File: src/rtl/uart_rx_fsm_if.sv
// Status/enable bundle between the UART receive frame FSM and its datapath blocks.
// FSM_break is present only when UART_RX_BREAK_DET_EN is defined.
interface uart_rx_fsm_if #(
  parameter int PRESCALE_W = 5
);
  logic                  FSM_RX_IN;
  logic                  FSM_PAR_EN;
  logic [PRESCALE_W-1:0] FSM_prescale;
  logic [PRESCALE_W-1:0] FSM_edge_cnt;
  logic [2:0]            FSM_bit_cnt;
  logic                  FSM_EdgeFinish;
  logic                  FSM_sampled_bit;
  logic                  FSM_strt_glitch;
  logic                  FSM_par_err;
  logic                  FSM_stp_err;
  logic                  FSM_edge_cnt_enable;
  logic                  FSM_bit_cnt_enable;
  logic                  FSM_dat_samp_en;
  logic                  FSM_deser_en;
  logic                  FSM_strt_chk_en;
  logic                  FSM_par_chk_en;
  logic                  FSM_stp_chk_en;
  logic                  FSM_data_valid;
  logic                  FSM_frame_err;
`ifdef UART_RX_BREAK_DET_EN
  logic                  FSM_break;

  modport slave (
    input  FSM_RX_IN, FSM_PAR_EN, FSM_prescale, FSM_edge_cnt, FSM_bit_cnt,
           FSM_EdgeFinish, FSM_sampled_bit, FSM_strt_glitch, FSM_par_err, FSM_stp_err,
    output FSM_edge_cnt_enable, FSM_bit_cnt_enable, FSM_dat_samp_en, FSM_deser_en,
           FSM_strt_chk_en, FSM_par_chk_en, FSM_stp_chk_en, FSM_data_valid,
           FSM_frame_err, FSM_break
  );

  modport master (
    output FSM_RX_IN, FSM_PAR_EN, FSM_prescale, FSM_edge_cnt, FSM_bit_cnt,
           FSM_EdgeFinish, FSM_sampled_bit, FSM_strt_glitch, FSM_par_err, FSM_stp_err,
    input  FSM_edge_cnt_enable, FSM_bit_cnt_enable, FSM_dat_samp_en, FSM_deser_en,
           FSM_strt_chk_en, FSM_par_chk_en, FSM_stp_chk_en, FSM_data_valid,
           FSM_frame_err, FSM_break
  );
`else
  modport slave (
    input  FSM_RX_IN, FSM_PAR_EN, FSM_prescale, FSM_edge_cnt, FSM_bit_cnt,
           FSM_EdgeFinish, FSM_sampled_bit, FSM_strt_glitch, FSM_par_err, FSM_stp_err,
    output FSM_edge_cnt_enable, FSM_bit_cnt_enable, FSM_dat_samp_en, FSM_deser_en,
           FSM_strt_chk_en, FSM_par_chk_en, FSM_stp_chk_en, FSM_data_valid,
           FSM_frame_err
  );

  modport master (
    output FSM_RX_IN, FSM_PAR_EN, FSM_prescale, FSM_edge_cnt, FSM_bit_cnt,
           FSM_EdgeFinish, FSM_sampled_bit, FSM_strt_glitch, FSM_par_err, FSM_stp_err,
    input  FSM_edge_cnt_enable, FSM_bit_cnt_enable, FSM_dat_samp_en, FSM_deser_en,
           FSM_strt_chk_en, FSM_par_chk_en, FSM_stp_chk_en, FSM_data_valid,
           FSM_frame_err
  );
`endif
endinterface

File: src/rtl/uart_rx_fsm.sv
// UART receive frame sequencer: drives counter/sampler/checker enables, pulses frame result.
// Optional break detection is built when UART_RX_BREAK_DET_EN is defined.
//
// state  | meaning
// IDLE   | line idle, waiting for a falling edge
// START  | start bit, glitch check at the strobe edge
// DATA   | data bits, one deserializer shift per bit
// PARITY | parity bit check
// STOP   | stop bit check, resolves the frame at its last edge
// DONE   | one-cycle result slot
// BREAK  | all-zero frame seen, wait for line to return high
module uart_rx_fsm #(
  parameter int DATA_BITS  = 8,
  parameter int PRESCALE_W = 5
) (
  input  logic           FSM_CLK,
  input  logic           FSM_RST,
  uart_rx_fsm_if.slave   bus
);

  localparam logic [2:0] LAST_BIT = 3'(DATA_BITS - 1);

  typedef enum logic [2:0] {
    IDLE, START, DATA, PARITY, STOP, DONE
`ifdef UART_RX_BREAK_DET_EN
    , BREAK
`endif
  } state_t;

  state_t state_q, state_d;
  logic   flag_q, flag_d;
  logic   data_valid_q, data_valid_d;
  logic   frame_err_q, frame_err_d;
  logic   edge_en, bit_en, samp_en, deser_en, strt_chk, par_chk, stp_chk;
  logic   stop_end, at_chk;
  logic [PRESCALE_W-1:0] chk;
`ifdef UART_RX_BREAK_DET_EN
  logic   zero_q, zero_d;
  logic   break_q, break_d;
`endif

  // strobe sits two edges past mid-bit, once the sampler majority is valid
  assign chk    = (bus.FSM_prescale >> 1) + PRESCALE_W'(2);
  assign at_chk = (bus.FSM_edge_cnt == chk);

  always_comb begin
    state_d      = state_q;
    flag_d       = flag_q;
    data_valid_d = 1'b0;
    frame_err_d  = 1'b0;
    edge_en      = 1'b0;
    bit_en       = 1'b0;
    samp_en      = 1'b0;
    deser_en     = 1'b0;
    strt_chk     = 1'b0;
    par_chk      = 1'b0;
    stp_chk      = 1'b0;
    stop_end     = 1'b0;
`ifdef UART_RX_BREAK_DET_EN
    zero_d       = zero_q;
    break_d      = 1'b0;
`endif
    case (state_q)
      IDLE: if (!bus.FSM_RX_IN) begin
        state_d = START;
        flag_d  = 1'b0;
`ifdef UART_RX_BREAK_DET_EN
        zero_d  = 1'b1;
`endif
      end
      START: begin
        edge_en  = 1'b1;
        samp_en  = 1'b1;
        strt_chk = at_chk;
        if (at_chk && bus.FSM_strt_glitch) state_d = IDLE;
        else if (bus.FSM_EdgeFinish)       state_d = DATA;
      end
      DATA: begin
        edge_en  = 1'b1;
        bit_en   = 1'b1;
        samp_en  = 1'b1;
        deser_en = at_chk;
        if (bus.FSM_EdgeFinish && (bus.FSM_bit_cnt == LAST_BIT))
          state_d = bus.FSM_PAR_EN ? PARITY : STOP;
      end
      PARITY: begin
        edge_en = 1'b1;
        samp_en = 1'b1;
        par_chk = at_chk;
        if (bus.FSM_EdgeFinish) state_d = STOP;
      end
      STOP: begin
        edge_en  = 1'b1;
        samp_en  = 1'b1;
        stp_chk  = at_chk;
        stop_end = bus.FSM_EdgeFinish;
      end
      DONE: if (!bus.FSM_RX_IN) begin
        state_d = START;
        flag_d  = 1'b0;
`ifdef UART_RX_BREAK_DET_EN
        zero_d  = 1'b1;
`endif
      end else begin
        state_d = IDLE;
      end
`ifdef UART_RX_BREAK_DET_EN
      BREAK: if (bus.FSM_RX_IN) state_d = IDLE;
`endif
      default: state_d = IDLE;
    endcase

    if ((par_chk && bus.FSM_par_err) || (stp_chk && bus.FSM_stp_err)) flag_d = 1'b1;
`ifdef UART_RX_BREAK_DET_EN
    if ((deser_en || par_chk || stp_chk) && bus.FSM_sampled_bit) zero_d = 1'b0;
`endif

    // resolved after the flag update: with small prescale the stop strobe lands on EdgeFinish
    if (stop_end) begin
`ifdef UART_RX_BREAK_DET_EN
      if (zero_d) begin
        state_d = BREAK;
        break_d = 1'b1;
      end else begin
        state_d      = DONE;
        data_valid_d = !flag_d;
        frame_err_d  = flag_d;
      end
`else
      state_d      = DONE;
      data_valid_d = !flag_d;
      frame_err_d  = flag_d;
`endif
    end
  end

  always_ff @(posedge FSM_CLK or negedge FSM_RST) begin
    if (!FSM_RST) begin
      state_q      <= IDLE;
      flag_q       <= 1'b0;
      data_valid_q <= 1'b0;
      frame_err_q  <= 1'b0;
`ifdef UART_RX_BREAK_DET_EN
      zero_q       <= 1'b0;
      break_q      <= 1'b0;
`endif
    end else begin
      state_q      <= state_d;
      flag_q       <= flag_d;
      data_valid_q <= data_valid_d;
      frame_err_q  <= frame_err_d;
`ifdef UART_RX_BREAK_DET_EN
      zero_q       <= zero_d;
      break_q      <= break_d;
`endif
    end
  end

  assign bus.FSM_edge_cnt_enable = edge_en;
  assign bus.FSM_bit_cnt_enable  = bit_en;
  assign bus.FSM_dat_samp_en     = samp_en;
  assign bus.FSM_deser_en        = deser_en;
  assign bus.FSM_strt_chk_en     = strt_chk;
  assign bus.FSM_par_chk_en      = par_chk;
  assign bus.FSM_stp_chk_en      = stp_chk;
  assign bus.FSM_data_valid      = data_valid_q;
  assign bus.FSM_frame_err       = frame_err_q;
`ifdef UART_RX_BREAK_DET_EN
  assign bus.FSM_break           = break_q;
`endif

endmodule

File: src/flat_wrapper.sv
// flat-port wrapper written by rule: the top's interface ports become plain ports
module uart_rx_fsm_flat 
#(
  parameter int DATA_BITS  = 8,
  parameter int PRESCALE_W = 5
)
  (FSM_CLK, FSM_RST, bus_FSM_RX_IN, bus_FSM_PAR_EN, bus_FSM_prescale, bus_FSM_edge_cnt, bus_FSM_bit_cnt, bus_FSM_EdgeFinish, bus_FSM_sampled_bit, bus_FSM_strt_glitch, bus_FSM_par_err, bus_FSM_stp_err, bus_FSM_edge_cnt_enable, bus_FSM_bit_cnt_enable, bus_FSM_dat_samp_en, bus_FSM_deser_en, bus_FSM_strt_chk_en, bus_FSM_par_chk_en, bus_FSM_stp_chk_en, bus_FSM_data_valid, bus_FSM_frame_err);
  uart_rx_fsm_if #(.PRESCALE_W(PRESCALE_W)) bus_i ();
  input  logic FSM_CLK;
  input  logic FSM_RST;
  input wire logic [$bits(bus_i.FSM_RX_IN)-1:0] bus_FSM_RX_IN;
  input wire logic [$bits(bus_i.FSM_PAR_EN)-1:0] bus_FSM_PAR_EN;
  input wire logic [$bits(bus_i.FSM_prescale)-1:0] bus_FSM_prescale;
  input wire logic [$bits(bus_i.FSM_edge_cnt)-1:0] bus_FSM_edge_cnt;
  input wire logic [$bits(bus_i.FSM_bit_cnt)-1:0] bus_FSM_bit_cnt;
  input wire logic [$bits(bus_i.FSM_EdgeFinish)-1:0] bus_FSM_EdgeFinish;
  input wire logic [$bits(bus_i.FSM_sampled_bit)-1:0] bus_FSM_sampled_bit;
  input wire logic [$bits(bus_i.FSM_strt_glitch)-1:0] bus_FSM_strt_glitch;
  input wire logic [$bits(bus_i.FSM_par_err)-1:0] bus_FSM_par_err;
  input wire logic [$bits(bus_i.FSM_stp_err)-1:0] bus_FSM_stp_err;
  output wire logic [$bits(bus_i.FSM_edge_cnt_enable)-1:0] bus_FSM_edge_cnt_enable;
  output wire logic [$bits(bus_i.FSM_bit_cnt_enable)-1:0] bus_FSM_bit_cnt_enable;
  output wire logic [$bits(bus_i.FSM_dat_samp_en)-1:0] bus_FSM_dat_samp_en;
  output wire logic [$bits(bus_i.FSM_deser_en)-1:0] bus_FSM_deser_en;
  output wire logic [$bits(bus_i.FSM_strt_chk_en)-1:0] bus_FSM_strt_chk_en;
  output wire logic [$bits(bus_i.FSM_par_chk_en)-1:0] bus_FSM_par_chk_en;
  output wire logic [$bits(bus_i.FSM_stp_chk_en)-1:0] bus_FSM_stp_chk_en;
  output wire logic [$bits(bus_i.FSM_data_valid)-1:0] bus_FSM_data_valid;
  output wire logic [$bits(bus_i.FSM_frame_err)-1:0] bus_FSM_frame_err;
  assign bus_i.FSM_RX_IN = bus_FSM_RX_IN;
  assign bus_i.FSM_PAR_EN = bus_FSM_PAR_EN;
  assign bus_i.FSM_prescale = bus_FSM_prescale;
  assign bus_i.FSM_edge_cnt = bus_FSM_edge_cnt;
  assign bus_i.FSM_bit_cnt = bus_FSM_bit_cnt;
  assign bus_i.FSM_EdgeFinish = bus_FSM_EdgeFinish;
  assign bus_i.FSM_sampled_bit = bus_FSM_sampled_bit;
  assign bus_i.FSM_strt_glitch = bus_FSM_strt_glitch;
  assign bus_i.FSM_par_err = bus_FSM_par_err;
  assign bus_i.FSM_stp_err = bus_FSM_stp_err;
  assign bus_FSM_edge_cnt_enable = bus_i.FSM_edge_cnt_enable;
  assign bus_FSM_bit_cnt_enable = bus_i.FSM_bit_cnt_enable;
  assign bus_FSM_dat_samp_en = bus_i.FSM_dat_samp_en;
  assign bus_FSM_deser_en = bus_i.FSM_deser_en;
  assign bus_FSM_strt_chk_en = bus_i.FSM_strt_chk_en;
  assign bus_FSM_par_chk_en = bus_i.FSM_par_chk_en;
  assign bus_FSM_stp_chk_en = bus_i.FSM_stp_chk_en;
  assign bus_FSM_data_valid = bus_i.FSM_data_valid;
  assign bus_FSM_frame_err = bus_i.FSM_frame_err;
  uart_rx_fsm #(.DATA_BITS(DATA_BITS), .PRESCALE_W(PRESCALE_W)) u_core (.FSM_CLK(FSM_CLK), .FSM_RST(FSM_RST), .bus(bus_i));
endmodule
File: config.mk
export PLATFORM = sky130hd
export DESIGN_NAME = uart_rx_fsm_flat
export DESIGN_NICKNAME = d
export VERILOG_FILES = /design/src/rtl/uart_rx_fsm_if.sv /design/src/rtl/uart_rx_fsm.sv /design/src/flat_wrapper.sv
export SDC_FILE = /design/constraint.sdc
export NUM_CORES = 1
export LEC_CHECK = 0
export CORE_MARGIN = 1.5
export CORE_UTILIZATION = 38
export CTS_CLUSTER_DIAMETER = 30
export DETAILED_ROUTE_END_ITERATION = 12
export PLACE_DENSITY_LB_ADDON = 0.25
export RECOVER_POWER = 25
export REMOVE_ABC_BUFFERS = 1
export SLEW_MARGIN = 5
export SYNTH_ARGS = -nofsm -noshare
export SYNTH_HDL_FRONTEND = slang
export SYNTH_SLANG_ARGS = --single-unit
File: constraint.sdc
create_clock -name FSM_CLK -period 3.78 [get_ports FSM_CLK]
set_clock_uncertainty 0.1 [all_clocks]
set_input_delay 0.756 -clock FSM_CLK [delete_from_list [all_inputs] [get_ports FSM_CLK]]
set_output_delay 0.756 -clock FSM_CLK [all_outputs]
set_load 0.03 [all_outputs]
==> results.toml, run 1 <==
[status]
status = "finished, final reports clean"

[route]
wl_met2_um = 575
m1WireLength_um = 531
viasPerCell = 5.37
vias = 569
routed_wl_um = 1150
wl_per_cell_um = 10.9
drt_pass1_iterations = 3
wl_met3_um = 46
initialDrtViolationCount = 2
route.detailed.drc = 0
routed.top_layer = "met3"
ant_nets = 0

[floorplan]
dieArea_mm2 = 0.00157
row_count = 13
start_util_pct = 40.2
ios = 31
die_h_um = 39.7
coreArea_mm2 = 0.00127
chipWidth_um = 39.7

[power_and_ir_drop]
pwr-share-seq_pct = 28.9
peakVddDrop_mv = 0.236
sw_frac_of_total_pct = 45.9
clkPwrFrac_pct = 13.4
finalPower_w = 0.000435
p_switching_w = 0.000200
leakagePower_nw = 0.311
p_per_area_mw_per_mm2 = 546
pwr-share-comb_pct = 57.7
internal-power_w = 0.000235

[timing]
tightest_slew_ns = 0.389
slew_headroom_pct = 74.1
final_max_slew_viol_count = 0
max_freq_ghz = 0.291
rsz0062_at_grt = "false"
setup_violations = 0
finalHoldViolCount = 0
finalCritPeriodShare_pct = 90.9
setup_tns_ns = 0
fin_crit_ns = 3.44

[yosys]
ys.flop_type = "dfrtp_1"
synth_seq_cells = 6
synth_top_family_by_area = "simple AND/OR/NAND/NOR gates"
synthSimpleGateAreaFrac_pct = 29.7
synthXorXnorAreaFrac_pct = 10.3
synth_compound_area_share_pct = 23.3
synth.distinct_cells = 28
syn_area_per_cell_um2 = 7.85
yosysSeqAreaShare_pct = 29.4
synthAdderAreaFrac_pct = 2.45
async_reset_ff_share_pct = 100
synth_edf_count = 0
netlist_area_um2 = 510
muxShareOfSynthArea_pct = 0
yosys_warnings = 0
syn_inst = 65

[clocking]
cts_buffers = 3
cts.htree.levels = 1
post_cts_resized = 0
cts_tree = "done"
clk_pin_slew_ns = 0.04
clk_latency_ns = 0.24
post_cts_buffers = 0
clockBufferDepth = 2
postCtsHoldBufs = 0
cts_sinks = 6
clockRootBuffer = "clkbuf_4"

[setup_path]
worstSetupEndpointType = "primary output"
required_ns = 2.92
crit_path_max_fanout = 7
critPathArrivalTime_ns = 2.58
worstSetupPathType = "in -> out"
startpoint_type = "primary input"

[finish]
nets = 116
drive_gt1_share_pct = 8.79
area_delta_synth_final_pct = 56.1
num_antenna_cells = 0

[global_routing]
grt_max_degree = 14
antenna_found_initial = 0
grt_usage_pct = 18.0
grt_pass1_wl_um = 1880
gr-total-overflow = 0
grt_pass1_vias = 478

[flow_run]
maxCapViolations = 0

[placed_design]
gp_congestion = 0.735
io_buffers = 28
place_hpwl_um = 927

[hold_path]
hold_class = "reg -> reg"
-- flip-flops by register name, summed over array words and instances, names as in the netlist --
signal                     count
u_core.state_q                 3
u_core.bus.FSM_data_valid      1
u_core.bus.FSM_frame_err       1
u_core.flag_q                  1
-- final cells by class --
cell class	instances	area (um2)
Clock buffer	3	22.5
Fill cell	120	472
Multi-Input combinational cell	54	335
Sequential cell	6	150
Tap cell	15	18.8
Timing Repair Buffer	28	270
-- stage by stage --
step | cell area (um2) | hold slack (ns) | util [%] | worst slack [ns] | cells
after floorplan | 485 | 0.360 | - | 0.620 | 60
after detailed placement | 774 | 0.459 | 61.0 | 0.340 | 103
after global placement | 774 | 0.416 | 61.0 | 0.372 | 103
final | 797 | 0.477 | 62.8 | 0.343 | 106
after CTS | 797 | 0.476 | 62.8 | 0.335 | 106
after global routing | 797 | 0.498 | 62.8 | 0.201 | 106
-- synth_stat cells (2+ instances only) --
library cell	instances	area, um2
nor2_1	6	22.5
o22ai_1	2	12.5
clkbuf_1	2	7.51
nand3_1	3	15.0
xor2_1	3	26.3
xnor2_1	3	26.3
dfrtp_1	6	150
o31ai_1	2	15.0
a21oi_1	3	15.0
nand2_1	6	22.5
buf_2	2	10.0
nand2b_1	4	25.0
nand4_1	3	18.8
o21ai_0	5	25.0
or3_1	2	12.5
-- worst max-delay path, cell delays in order --
cell and delay (ns):
clkdlybuf4s50_1 0.48, ha_1 0.24, xor2_1 0.16, or3_1 0.34, a21o_1 0.26, nor3_1 0.15
buf_4 0.19
-- cell usage in the layout (no fill, tap or decap), types with 2 or more instances in the layout --
master / Yosys / routed
a21oi_1: 3 / 3
nand2b_1: 4 / 4
nand3_1: 3 / 3
buf_4: 1 / 4
o31ai_1: 2 / 2
clkdlybuf4s50_1: 0 / 23
clkbuf_4: 0 / 3
nand4_1: 3 / 3
nand2_1: 6 / 6
o22ai_1: 2 / 2
o21ai_0: 5 / 5
xnor2_1: 3 / 3
or3_1: 2 / 2
xor2_1: 3 / 3
dfrtp_1: 6 / 6
nor2_1: 6 / 6
-- cell families after synthesis --
group	Yosys count
AOI/OAI and AO/OA	18
xor gates and xnor gates	6
adders and majority gates	1
buffers and inverters	5
DFF	6
and+or+nand+nor	29
-- final timing paths --
path                       cells after the start                                 end                          start  slack [ns]
max                                            7                    bus_FSM_deser_en            bus_FSM_prescale[2]        0.34
min                                            2             u_core.flag_q$_DFF_PN0_        u_core.flag_q$_DFF_PN0_        0.48
max reg2reg                                    3             u_core.flag_q$_DFF_PN0_  u_core.state_q[0]$_DFFE_PN0P_        2.29
min reg2reg                                    2             u_core.flag_q$_DFF_PN0_        u_core.flag_q$_DFF_PN0_        0.48
max in group asynchronous                      1       u_core.state_q[2]$_DFFE_PN0P_                        FSM_RST        2.64
min in group asynchronous                      1  u_core.bus.FSM_frame_err$_DFF_PN0_                        FSM_RST        0.72
-- metal layers --
| layer | global-route usage [%] | vias to the layer above |
|---|---|---|
| met4 | 5.17 | 0 |
| met5 | 0 | - |
| met1 | 22.1 | 260 |
| met3 | 5.11 | 0 |
| met2 | 29.9 | 15 |
| li1 | - | 294 |
-- power groups by stage --
stage                     Combinational (W)  Sequential (W)   Clock, W
after floorplan                    0.000161        0.000117          0
after global placement             0.000249        0.000126          0
after detailed placement           0.000253        0.000126          0
after CTS                          0.000253        0.000125  0.0000619
after global routing               0.000275        0.000133  0.0000639
final                              0.000251        0.000126  0.0000581
No activity file was read; power rests on OpenSTA's default activity.
==> inputs of run 2 (changes only) <==
CAP_MARGIN = 20   (was unset)
CORE_MARGIN = unset   (was 1.5)
==> run 2 against run 1 <==
Via count up 2.6%. Register-to-register slack worse by 0.03 ns. Combinational power about the same. First-iteration DRC count rose to 9.0 times the previous value. Global-route usage up 0.86 points. Flip-flop and latch count unchanged. Die area down 5.0%. Critical path type unchanged. Largest power group unchanged.
==> results.toml, run 2 (same netlist as run 1, synthesis figures left out) <==
[status]
status = "finished, final reports clean"

[clocking]
clk_latency_ns = 0.24
post_cts_buffers = 0
clockBufferDepth = 2
cts.htree.levels = 1
clk_pin_slew_ns = 0.04
postCtsHoldBufs = 0
cts_sinks = 6
post_cts_resized = 0
clockRootBuffer = "clkbuf_4"
cts_buffers = 3
cts_tree = "done"

[timing]
rsz0062_at_grt = "false"
setup_violations = 0
tightest_slew_ns = 0.416
fin_crit_ns = 3.46
finalCritPeriodShare_pct = 91.5
slew_headroom_pct = 72.3
final_max_slew_viol_count = 0
max_freq_ghz = 0.289
finalHoldViolCount = 0
setup_tns_ns = 0

[finish]
fin_cells = 105
drive_gt1_share_pct = 8.79
largest_register = "u_core.state_q"
fill_cells = 112
largest_reg_flops = 3
num_antenna_cells = 0
area_delta_synth_final_pct = 55.9
layout.cells.most_common_list = "23 x clkdlybuf4s50_1, 6 x nor2_1, 6 x nand2_1, 6 x dfrtp_1, 5 x o21ai_0"
multi_input_area_um2 = 335
ff_latch_area_um2 = 150
layout_commonest_cell = "clkdlybuf4s50_1"
nets = 116

[route]
wl_per_cell_um = 11.5
routed_wl_um = 1210
ant_nets = 0
drt_pass1_iterations = 4
initialDrtViolationCount = 18
route.detailed.drc = 0
viasPerCell = 5.56
vias = 584

[setup_path]
crit_path_max_fanout = 7
crit_path_start = "bus_FSM_prescale[2]"
worstSetupEndpointType = "primary output"
r2r_cells = 3
worstSetupPathType = "in -> out"
critPathArrivalTime_ns = 2.60
startpoint_type = "primary input"
required_ns = 2.92
r2r-start = "u_core.state_q[0]$_DFFE_PN0P_"

[floorplan]
coreArea_mm2 = 0.00117
ios = 31
row_count = 12
chipWidth_um = 38.7
die_h_um = 38.7
start_util_pct = 43.6
dieArea_mm2 = 0.00149

[hold_path]
hp-start = "u_core.flag_q$_DFF_PN0_"
hold_path_depth = 2
hold_class = "reg -> reg"

[global_routing]
grt_pass1_vias = 464
antenna_found_initial = 0
grt_max_degree = 14
grt_usage_pct = 18.8
grt_pass1_wl_um = 1920
gr-total-overflow = 0

[power_and_ir_drop]
p_per_area_mw_per_mm2 = 554
leakagePower_nw = 0.311
peakVddDrop_mv = 0.310

[placed_design]
gp_congestion = 0.781
io_buffers = 28
place_hpwl_um = 916
placed_cells = 102

[flow_run]
maxCapViolations = 0
-- run 2: area by class of cell --
type                       instances  share of cell area (%)
clock buffer                       3                    2.83
multi-input combinational         54                    42.1
timing repair buffer              28                    34.0
sequential                         6                    18.9
tap                               14                    2.20
-- run 2: layer usage --
layer | wire (um) | vias to the layer above | track usage [%]
li1 | - | 294 | -
met1 | 554 | 257 | 24.3
met2 | 553 | 33 | 29.2
met3 | 99 | 0 | 6.94
met4 | 0 | 0 | 5.17
met5 | 0 | - | 0
-- run 2: power breakdown --
group	total (W)	switching, W	internal [W]
clock network	0.0000572	0.0000214	0.0000358
logic	0.000254	0.000136	0.000118
registers	0.000129	0.0000475	0.0000814
-- run 2: metrics by stage --
step           power, W  instance area, um2  util [%]  setup WS [ns]  hold WS [ns]
6_report       0.000441                 796      67.9          0.323         0.445
3_5_place_dp   0.000381                 773      66.0          0.323         0.432
5_1_grt        0.000472                 796      67.9          0.213         0.510
2_1_floorplan  0.000278                 485         -          0.620         0.360
4_1_cts        0.000441                 796      67.9          0.311         0.442
3_3_place_gp   0.000378                 773      66.0          0.370         0.432
-- run 2: final timing paths --
path,endpoint,slack (ns)
max in group asynchronous,u_core.state_q[2]$_DFFE_PN0P_,2.65
hold / removal,u_core.flag_q$_DFF_PN0_,0.44
setup / recovery,bus_FSM_deser_en,0.32
setup reg to reg,u_core.bus.FSM_data_valid$_DFF_PN0_,2.26
min in group asynchronous,u_core.flag_q$_DFF_PN0_,0.72
hold reg to reg,u_core.flag_q$_DFF_PN0_,0.44
-- run 2: critical path: stages --
cell	delay, ns
clkdlybuf4s50_1	0.48
ha_1	0.25
xor2_1	0.16
or3_1	0.33
a21o_1	0.25
nor3_1	0.17
buf_4	0.19
==> inputs of run 3 (changes only) <==
--- a/constraint.sdc
+++ b/constraint.sdc
@@ -4,2 +4,2 @@
 set_output_delay 0.756 -clock FSM_CLK [all_outputs]
-set_load 0.03 [all_outputs]
+set_load 0.1 [all_outputs]
==> run 3 against run 2 <==
Register-to-register slack better by 0.02 ns. Core utilization is 4.1 points higher. First-iteration DRC count shrank 94%. Critical path type unchanged. Non-clock buffer count unchanged. Sequential power about the same. Sequential share of layout area decreased by 1.1 points. Die area stayed put. Clock power is 0.9% higher. Count of clock-buffer cells in the layout did not move.
==> results.toml, run 3 (same netlist as run 1, synthesis figures left out) <==
[finish]
drive_gt1_share_pct = 13.2
largest_register = "u_core.state_q"
fin_util_pct = 72.0
largest_reg_flops = 3
finalInstanceArea_um2 = 843
area_delta_synth_final_pct = 65.2
num_antenna_cells = 0
nets = 116
fill_cells = 104
layout_commonest_cell = "clkdlybuf4s50_1"
layout.cells.most_common_list = "20 x clkdlybuf4s50_1, 6 x nor2_1, 6 x nand2_1, 6 x dfrtp_1, 5 x o21ai_0"

[flow_run]
maxCapViolations = 0

[timing]
slew_headroom_pct = 35.6
setup_ws_ns = 0.239
final_max_slew_viol_count = 0
rsz0062_at_grt = "false"
fin_crit_ns = 3.54
finalCritPeriodShare_pct = 93.7
tightest_slew_ns = 0.964
max_freq_ghz = 0.282
finalHoldViolCount = 0
setup_violations = 0

[placed_design]
placed_area_um2 = 816
io_buffers = 28
gp_congestion = 0.805
dp_slack_ns = 0.152
place_hpwl_um = 975

[setup_path]
critPathTopFamily = "buffers and inverters"
r2r_cells = 3
path_cells = "clkdlybuf4s50_1 > ha_1 > xor2_1 > or3_1 > a21o_1 > nor2_1 > buf_12"
cpMaxStageDelayCell = "clkdlybuf4s50_1"
critPathArrivalTime_ns = 2.69
max_stage_delay_ns = 0.48
startpoint_type = "primary input"
regToRegEndpoint = "u_core.bus.FSM_data_valid$_DFF_PN0_"
required_ns = 2.92
timing.reg2reg.setup_slack_ns = 2.28
worstSetupPathType = "in -> out"
cp.depth = 7
crit_buf_inv = 2
crit_path_max_fanout = 7
r2r-start = "u_core.state_q[0]$_DFFE_PN0P_"
worstSetupEndpointType = "primary output"

[floorplan]
dieArea_mm2 = 0.00149
coreArea_mm2 = 0.00117
start_util_pct = 43.6
chipWidth_um = 38.7
ios = 31
row_count = 12
die_h_um = 38.7

[power_and_ir_drop]
peakVddDrop_mv = 0.304
finalPower_w = 0.000586
p_per_area_mw_per_mm2 = 695
leakagePower_nw = 0.325

[clocking]
post_cts_resized = 0
postCtsHoldBufs = 0
cts.htree.levels = 1
clk_pin_slew_ns = 0.04
cts_sinks = 6
clk_latency_ns = 0.24
cts_tree = "done"
post_cts_buffers = 0
clockRootBuffer = "clkbuf_4"
clockBufferDepth = 2
cts_buffers = 3

[hold_path]
hold_end = "u_core.flag_q$_DFF_PN0_"
hp-start = "u_core.flag_q$_DFF_PN0_"
hold_path_depth = 2
hold_class = "reg -> reg"

[route]
ant_nets = 0
drt_pass1_iterations = 4
viasPerCell = 5.48
vias = 575
route.detailed.drc = 0
routed_wl_um = 1280
initialDrtViolationCount = 1
wl_per_cell_um = 12.2

[global_routing]
gr-total-overflow = 0
grt_pass1_vias = 515
grt_max_degree = 14
antenna_found_initial = 0
grt_usage_pct = 20.3
grt_pass1_wl_um = 2080

[status]
status = "finished, final reports clean"
-- run 3: cell count changes in the layout (fill, tap and decap cells not counted) --
| cell | change |
|---|---|
| buf_12 | +4 |
| nor3_2 | +1 |
| nor3_1 | -1 |
| buf_4 | -1 |
| clkdlybuf4s50_1 | -3 |
-- run 3: worst max-delay path by stage --
stage                          endpoint  slack (ns)                 from
floorplan              bus_FSM_deser_en       -0.76  bus_FSM_prescale[2]
global placement       bus_FSM_deser_en        0.18  bus_FSM_prescale[2]
detailed placement     bus_FSM_deser_en        0.15  bus_FSM_prescale[2]
CTS                    bus_FSM_deser_en        0.13  bus_FSM_prescale[2]
global route         bus_FSM_par_chk_en        0.13  bus_FSM_prescale[2]
finish              bus_FSM_strt_chk_en        0.24  bus_FSM_prescale[2]
-- run 3: area by class of cell --
type                       instances  area, um2  share of cell area, %
multi-input combinational         54        340                   40.4
timing repair buffer              28        313                   37.1
tap                               14       17.5                   2.08
sequential                         6        150                   17.8
clock buffer                       3       22.5                   2.67
-- run 3: per-stage QoR --
step / hold slack [ns] / instances / setup TNS (ns)
2_1_floorplan: 0.360 / 60 / -2.27
3_3_place_gp: 0.430 / 102 / 0
3_5_place_dp: 0.431 / 102 / 0
4_1_cts: 0.442 / 105 / 0
5_1_grt: 0.492 / 105 / 0
6_report: 0.443 / 105 / 0
-- run 3: worst register-to-register path, cell delays in order, from the launching register on --
cell and delay, ns:
dfrtp_1 0.53, xor2_1 0.23, o31ai_1 0.33, o2111a_1 0.25
-- run 3: routing by layer --
layer	share of wire, %	global-route usage [%]
met1	45	24.6
met2	48	33.8
met3	6.6	5.20
met4	0.63	7.76
met5	0	0
-- run 3: power breakdown --
group          internal, W  switching, W  total [W]
registers        0.0000814     0.0000480   0.000129
clock network    0.0000358     0.0000219  0.0000577
logic             0.000110      0.000289   0.000399
total             0.000227      0.000359   0.000586
